--- config.mk ---
export PLATFORM = sky130hd
export DESIGN_NAME = meter_display
export DESIGN_NICKNAME = d
export VERILOG_FILES = /design/src/rtl/meter_display.sv
export SDC_FILE = /design/constraint.sdc
export NUM_CORES = 1
export LEC_CHECK = 0
export CAP_MARGIN = 30
export CORE_MARGIN = 1
export CORE_UTILIZATION = 57
export CTS_CLUSTER_DIAMETER = 120
export DETAILED_ROUTE_END_ITERATION = 8
export GPL_ROUTABILITY_DRIVEN = 0
export PLACE_DENSITY = 0.8
export SYNTH_ARGS = -nofsm -noshare
export SYNTH_HDL_FRONTEND = slang
export SYNTH_SLANG_ARGS = --single-unit
--- constraint.sdc ---
create_clock -name clk -period 2.73 [get_ports clk]
set_input_delay 0.819 -clock clk [delete_from_list [all_inputs] [get_ports clk]]
set_output_delay 0.819 -clock clk [all_outputs]
set_load 0.05 [all_outputs]
--- src/rtl/meter_display.sv ---
// meter_display: scans four BCD digits onto a common-anode 7-segment display.
// Segments and anodes are active-low. Mode selects steady, 0.5 Hz blink,
// 1 Hz blink or off. Leading zeros can optionally be blanked.
module meter_display #(
   parameter int REFRESH_DIV = 100000,
   parameter int HALF_DIV    = 50000000,
   parameter bit LZ_SUPPRESS = 1'b1
) (
   input  logic       clk,
   input  logic       rst_n,
   input  logic [3:0] digit1,
   input  logic [3:0] digit2,
   input  logic [3:0] digit3,
   input  logic [3:0] digit4,
   input  logic [1:0] mode,
   output logic [6:0] seg,
   output logic [3:0] an,
   output logic       dp
);

   localparam int RW = (REFRESH_DIV > 1) ? $clog2(REFRESH_DIV) : 1;
   localparam int HW = (HALF_DIV > 1) ? $clog2(HALF_DIV) : 1;

   localparam logic [RW-1:0] REFRESH_LAST = RW'(REFRESH_DIV - 1);
   localparam logic [RW-1:0] REFRESH_ONE  = RW'(1);
   localparam logic [HW-1:0] HALF_LAST    = HW'(HALF_DIV - 1);
   localparam logic [HW-1:0] HALF_ONE     = HW'(1);

   localparam logic [3:0] AN_OFF  = 4'b1111;
   localparam logic [6:0] SEG_OFF = 7'b1111111;

   // Active-low {g,f,e,d,c,b,a}; non-decimal codes show a dash.
   function automatic logic [6:0] bcd_to_seg(input logic [3:0] bcd);
      logic [6:0] s;
      case (bcd)
         4'd0:    s = 7'b1000000;
         4'd1:    s = 7'b1111001;
         4'd2:    s = 7'b0100100;
         4'd3:    s = 7'b0110000;
         4'd4:    s = 7'b0011001;
         4'd5:    s = 7'b0010010;
         4'd6:    s = 7'b0000010;
         4'd7:    s = 7'b1111000;
         4'd8:    s = 7'b0000000;
         4'd9:    s = 7'b0010000;
         default: s = 7'b0111111;
      endcase
      return s;
   endfunction

   logic [RW-1:0] refresh_cnt;
   logic [1:0]    scan_idx;
   logic          refresh_wrap;

   logic [HW-1:0] half_cnt;
   logic [HW-1:0] half_nxt;
   logic          half_tick;
   logic          sub_bit;
   logic          sub_nxt;
   logic          phase_on;
   logic          phase_nxt;
   logic [1:0]    mode_q;
   logic          mode_chg;

   logic          blank4;
   logic          blank3;
   logic          blank2;
   logic [3:0]    digit_sel_p0;
   logic [3:0]    an_sel_p0;
   logic          blank_sel_p0;
   logic          show_p0;
   logic [3:0]    an_p0;
   logic [6:0]    seg_p0;
   logic [3:0]    an_p1;
   logic [6:0]    seg_p1;

   assign refresh_wrap = (refresh_cnt == REFRESH_LAST);
   assign half_tick    = (half_cnt == HALF_LAST);
   // mode_q holds last cycle's mode, so a mismatch marks a mode change now.
   assign mode_chg     = (mode != mode_q);

   // Refresh divider: advance the scanned digit once per REFRESH_DIV cycles.
   always_ff @(posedge clk or negedge rst_n) begin
      if (!rst_n) begin
         refresh_cnt <= '0;
         scan_idx    <= 2'd0;
      end else if (refresh_wrap) begin
         refresh_cnt <= '0;
         scan_idx    <= scan_idx + 2'd1;
      end else begin
         refresh_cnt <= refresh_cnt + REFRESH_ONE;
      end
   end

   // Blink next-state: a mode change restarts the blink cadence in the ON phase.
   always_comb begin
      half_nxt  = half_tick ? '0 : (half_cnt + HALF_ONE);
      sub_nxt   = sub_bit;
      phase_nxt = phase_on;
      if (mode_chg) begin
         half_nxt  = '0;
         sub_nxt   = 1'b0;
         phase_nxt = 1'b1;
      end else begin
         case (mode)
            2'd3: begin
               if (half_tick) phase_nxt = ~phase_on;
            end
            2'd2: begin
               if (half_tick) begin
                  sub_nxt = ~sub_bit;
                  if (sub_bit) phase_nxt = ~phase_on;
               end
            end
            default: phase_nxt = 1'b1;
         endcase
      end
   end

   // Blink state register.
   always_ff @(posedge clk or negedge rst_n) begin
      if (!rst_n) begin
         half_cnt <= '0;
         sub_bit  <= 1'b0;
         phase_on <= 1'b1;
         mode_q   <= 2'd0;
      end else begin
         half_cnt <= half_nxt;
         sub_bit  <= sub_nxt;
         phase_on <= phase_nxt;
         mode_q   <= mode;
      end
   end

   // Stage p0: pick the scanned digit and apply leading-zero, mode and phase blanking.
   always_comb begin
      blank4       = LZ_SUPPRESS && (digit4 == 4'd0);
      blank3       = blank4 && (digit3 == 4'd0);
      blank2       = blank3 && (digit2 == 4'd0);
      digit_sel_p0 = digit1;
      an_sel_p0    = 4'b1110;
      blank_sel_p0 = 1'b0;
      case (scan_idx)
         2'd1: begin
            digit_sel_p0 = digit2;
            an_sel_p0    = 4'b1101;
            blank_sel_p0 = blank2;
         end
         2'd2: begin
            digit_sel_p0 = digit3;
            an_sel_p0    = 4'b1011;
            blank_sel_p0 = blank3;
         end
         2'd3: begin
            digit_sel_p0 = digit4;
            an_sel_p0    = 4'b0111;
            blank_sel_p0 = blank4;
         end
         default: ;
      endcase
      show_p0 = phase_on && (mode != 2'd0) && !blank_sel_p0;
      an_p0   = show_p0 ? an_sel_p0 : AN_OFF;
      seg_p0  = show_p0 ? bcd_to_seg(digit_sel_p0) : SEG_OFF;
   end

   // Stage p1: registered display drive.
   always_ff @(posedge clk or negedge rst_n) begin
      if (!rst_n) begin
         an_p1  <= AN_OFF;
         seg_p1 <= SEG_OFF;
      end else begin
         an_p1  <= an_p0;
         seg_p1 <= seg_p0;
      end
   end

   assign an  = an_p1;
   assign seg = seg_p1;
   assign dp  = 1'b1;

endmodule
# Word-level counts from Yosys, hierarchy flattened
# Memory sizes are Yosys's and may differ from the RTL's.
# Cells that the tools add are included.
# W data, S select, Z words.
# classes
n_bitwise,2
mux,16
add_sub_neg,3
reduce_logical,13
eq_ne,11
# op_table
operator,count
$mux W26,2
$add A26 B1 Y26 const B,1
$eq A26 B26 Y1 const B,1
$pmux W4 S3,2
$add A17 B1 Y17 const B,1
$eq A17 B17 Y1 const B,1
$mux W17,1
$logic_not A4 Y1,3
$ne A3 B3 Y1 const B,3
$eq A2 B2 Y1 const B,4
$mux W1,7
$mux W7,1
$reduce_bool A2 Y1,3
$logic_and A1 B1 Y1,4
$mux W4,1
$pmux W1 S3,1
$reduce_and A3 Y1,1
$add A2 B1 Y2 const B,1
$eq A2 B1 Y1 const B,1
$ne A2 B2 Y1,1
$not A1 Y1,2
$pmux W1 S2,1
$reduce_and A2 Y1,1
$logic_not A1 Y1,1
# word_totals
output_inout_bits,12
register_bits,60
mem_count,1
romBits,112
inputBits,20
elab_cells,54
# mem_list
memory,depth,word_bits,read_ports,rd_clocked_by_memory_dff,write_ports,line,rtl
(no name shown),16,7,1,0,0,35,case (bcd)

# Depth between registers and ports, before layout
# logic_depth
word_depth,7
ltp_mapped,8
ltp_nobuf,8

# Worst setup path before layout
# Ideal clock, no wire load.
# synth_path
path_kind,input-to-reg
startpoint,input port digit3[1]
endpoint,"register seg_p1[5], in the netlist seg[5]"
stages,6
n_path_buf,0
arrival_time_ps,1911
setup_time_ps,103
setup_slack_ps,716
path_cell_list,a222oi_1 mux2_2 inv_1 ha_1 o32ai_1 nand2_1
# synth_via
elab_chain_cells,7
elab_cells_between_ends,9
cone_classes,mux: 3; reduce/logical: 5; memory: 1
# synth_lines
item,line,rtl
"start, declared",13,"input logic [3:0] digit3,"
"parallel branches: the longest is 6 deep, another holds $mem_v2 Z16 W7",-,
$mux W7 (*),163,seg_p0 = show_p0 ? bcd_to_seg(digit_sel_p0) : SEG_OFF;
via seg_p0[5],73,logic [6:0] seg_p0;
"end signal, assigned",173,seg_p1 <= seg_p0;
"end, declared",75,logic [6:0] seg_p1;
# Mark *: on every way through the listed nets, which the timed path passes.
# A chain may end at the register's enable or synchronous reset.

# Worst setup path after layout
# layout_path
startpoint,"register seg_p1[1], in the netlist seg[1]"
endpoint,output port seg[1]
# layout_rtl
item,line,rtl
"end, declared",16,"output logic [6:0] seg,"
# No word-level cell between the ends.

==> impl_metrics.tcl <==
set metrics [dict create \
    status "complete, no violations" \
    fmax_ghz 0.401 \
    io_pins 32 \
    ctsHoldBuffers 0 \
    n_fill_cell 340 \
    ant_nets 0 \
    hold_viol 0 \
    die_area_mm2 0.00576 \
    die_width_um 75.9 \
    grt_max_degree 41 \
    setup_tns_ps 0 \
    worstRegToRegCells 6 \
    utilization 0.722 \
    met2_usage 0.355 \
    core.rowCount 26 \
    dp_hpwl_um 4100 \
    grt_antenna_before_repair 0 \
    crit_arrival_ps 1670 \
    htree_levels 3 \
    grt_setup_unrepaired "no" \
    end_kind "primary output" \
    cts_tree "built" \
    critical_path_buf_inv_count 1 \
    layout.nets 365 \
    numCtsBuffers 9 \
    ff2ff_setup_slack_ps 540 \
    whs_ps 437 \
    routed_wirelength_um 5820 \
    pre_cts_slack_ps 181 \
    r2r-start "half_cnt[0]" \
    synth_area_leaders "dfrtp_1 (39%), dfstp_2 (10%), xor2_1 (6.2%)" \
    cts-root-buf "clkbuf_8" \
    place_area_mm2 0.00350 \
    vias_per_cell 5.53 \
    power_leakage_nw 1.56 \
    grt_usage 0.221 \
    core_area_mm2 0.00517 \
    cp_cell_sequence "clkdlybuf4s50_1" \
    regArea_mm2 0.00152 \
    dp.cells 395 \
    drtIter0Drc 206 \
    ys_ff_latch 60 \
    layout_min_cycle_time_ps 2490 \
    dr.pass1.iters 4 \
    post_cts_buffers 0 \
    tightestPinTransition_ps 755 \
    period_share 0.912 \
    yosysUniqueCellTypes 44 \
    clkTransAtPathRegs_ps 70 \
    seq_area_frac_synth 0.488 \
    die_h_um 75.9 \
    r2r_end "half_cnt[4]" \
    yosysWarnings 0 \
    yosysTopAreaCellShare 0.386 \
    fin_skew_ps 10.4 \
    drv_slew 0 \
    clock_latency_ps 340 \
    syn_avg_cell_area_um2 10.5 \
    portBuffers 30 \
    yosys-top-cells-count "dfrtp_1 (48), nor2_1 (35), nand2_1 (24)" \
    grtUsageMet3 0.0476 \
    gr-max-usage-layer "met2" \
    cts.sinks 60 \
    vdd_drop_max_v 0.000557 \
    routedWlPerCell_um 14.2 \
    grt_pass1_vias 2043 \
    drc 0 \
    initial_core_util 0.601 \
    maxCapViolations 0 \
    area_growth_pct 20.1 \
    required_ps 1910 \
    ys_async_sr_fraction 1.00 \
    yosysMostFrequentCell "dfrtp_1" \
    powerDensity_mw_per_mm2 545 \
    hp-class "in2async" \
    slew_headroom 0.497 \
    syn_nets 325 \
    netlist_instances 296 \
    critPathMaxStageDelay_ps 830 \
    synth_edf_count 0 \
    use_met1 0.280 \
    antennaDiodeCount 0 \
    syn_area_mm2 0.00311 \
    criticalPathCategory "reg2out" \
    critPathLaunchType "flip-flop" \
    critical_path.slowest_cell "clkdlybuf4s50_1" \
    finalSetupViolations 0 \
    grt_overflow 0 \
    drive_above_1_share 0.161 \
    cts-resized-gates 0 \
    cp_max_fo 1 \
    design_area_mm2 0.00374 \
    multiInputGateArea_mm2 0.00149 \
    path_delay_family "buffers and inverters" \
    fin_cells 411 \
    synth_area_leader_cell "dfrtp_1" \
    total_power_mw 2.04 \
    layout_setup_ws_ps 239 \
    cts.path.max_buffers 2 \
    num_vias 2274 \
    synth_flop_cell "dfrtp_1" \
    grt_pass1_wl_um 9230 \
]
flip-flops by register name, summed over array words and instances, names as in the netlist:
register and cells:
an 4, half_cnt 26, mode_q 2, phase_on 1
refresh_cnt 17, scan_idx 2, seg 7, sub_bit 1
how the worst max path moves through the flow:
stage	startpoint	endpoint	slack [ps]	cells past startpoint
2_1_floorplan	digit3[1]	seg[5]	720	6
3_3_place_gp	digit3[1]	seg[5]	200	7
3_5_place_dp	digit3[1]	seg[5]	180	7
4_1_cts	seg[1]	seg[1]	240	1
5_1_grt	seg[1]	seg[1]	210	1
6_report	seg[1]	seg[1]	240	1
report_power, final:
group	leakage [nW]	switching (mW)	internal, mW
clock	0.111	0.333	0.608
sequential	0.777	0.00552	0.910
combinational	0.676	0.112	0.0696
total	1.56	0.450	1.59
kinds of logic (layout without fill, tap and decap cells):
kind of cell | Yosys count | in the layout | share of synthesized area
AND/OR/NAND/NOR | 138 | 138 | 0.250
flip-flops | 60 | 60 | 0.488
XOR/XNOR | 43 | 43 | 0.121
AO/OA/AOI/OAI | 20 | 20 | 0.0507
buffers and inverters | 19 | 64 | 0.0326
adder cells (fa/ha/maj) | 9 | 9 | 0.0362
multiplexers | 6 | 6 | 0.0209
other | 1 | 1 | 0.00121
cells in the final DEF (no fill, tap or decap), types with 2 or more instances in the layout:
cell,n
nor3_1,5
dfstp_2,12
nor4_4,2
a31oi_1,2
nand4_1,11
clkbuf_1,3
nand2_1,24
clkdlybuf4s50_1,29
and2_1,4
nor2b_1,2
nor2_2,10
o211ai_1,2
buf_12,2
nor4_2,3
clkbuf_8,9
mux2_2,4
ha_1,9
dfrtp_1,48
o21ai_0,4
xnor2_1,21
and3_1,6
nand3_1,23
bufinv_16,3
a21oi_1,2
mux2i_1,2
and4_1,3
inv_1,13
nor4_1,2
nor2_1,35
buf_4,3
a222oi_1,4
xor2_1,22
final cells by class:
cell class | count | share of cell area
clock buffers | 12 | 0.0362
clock inverters | 4 | 0.0261
inverters | 13 | 0.0131
multi-input cells | 217 | 0.400
flip-flops and latches | 60 | 0.406
well taps | 70 | 0.0234
repair buffers | 35 | 0.0958
metal layers:
layer	vias up	wire [µm]
met5	-	0
met4	0	107
met3	11	256
met2	55	2790
met1	1106	2670
li1	1102	-
Power figures use the tool's default switching activity.
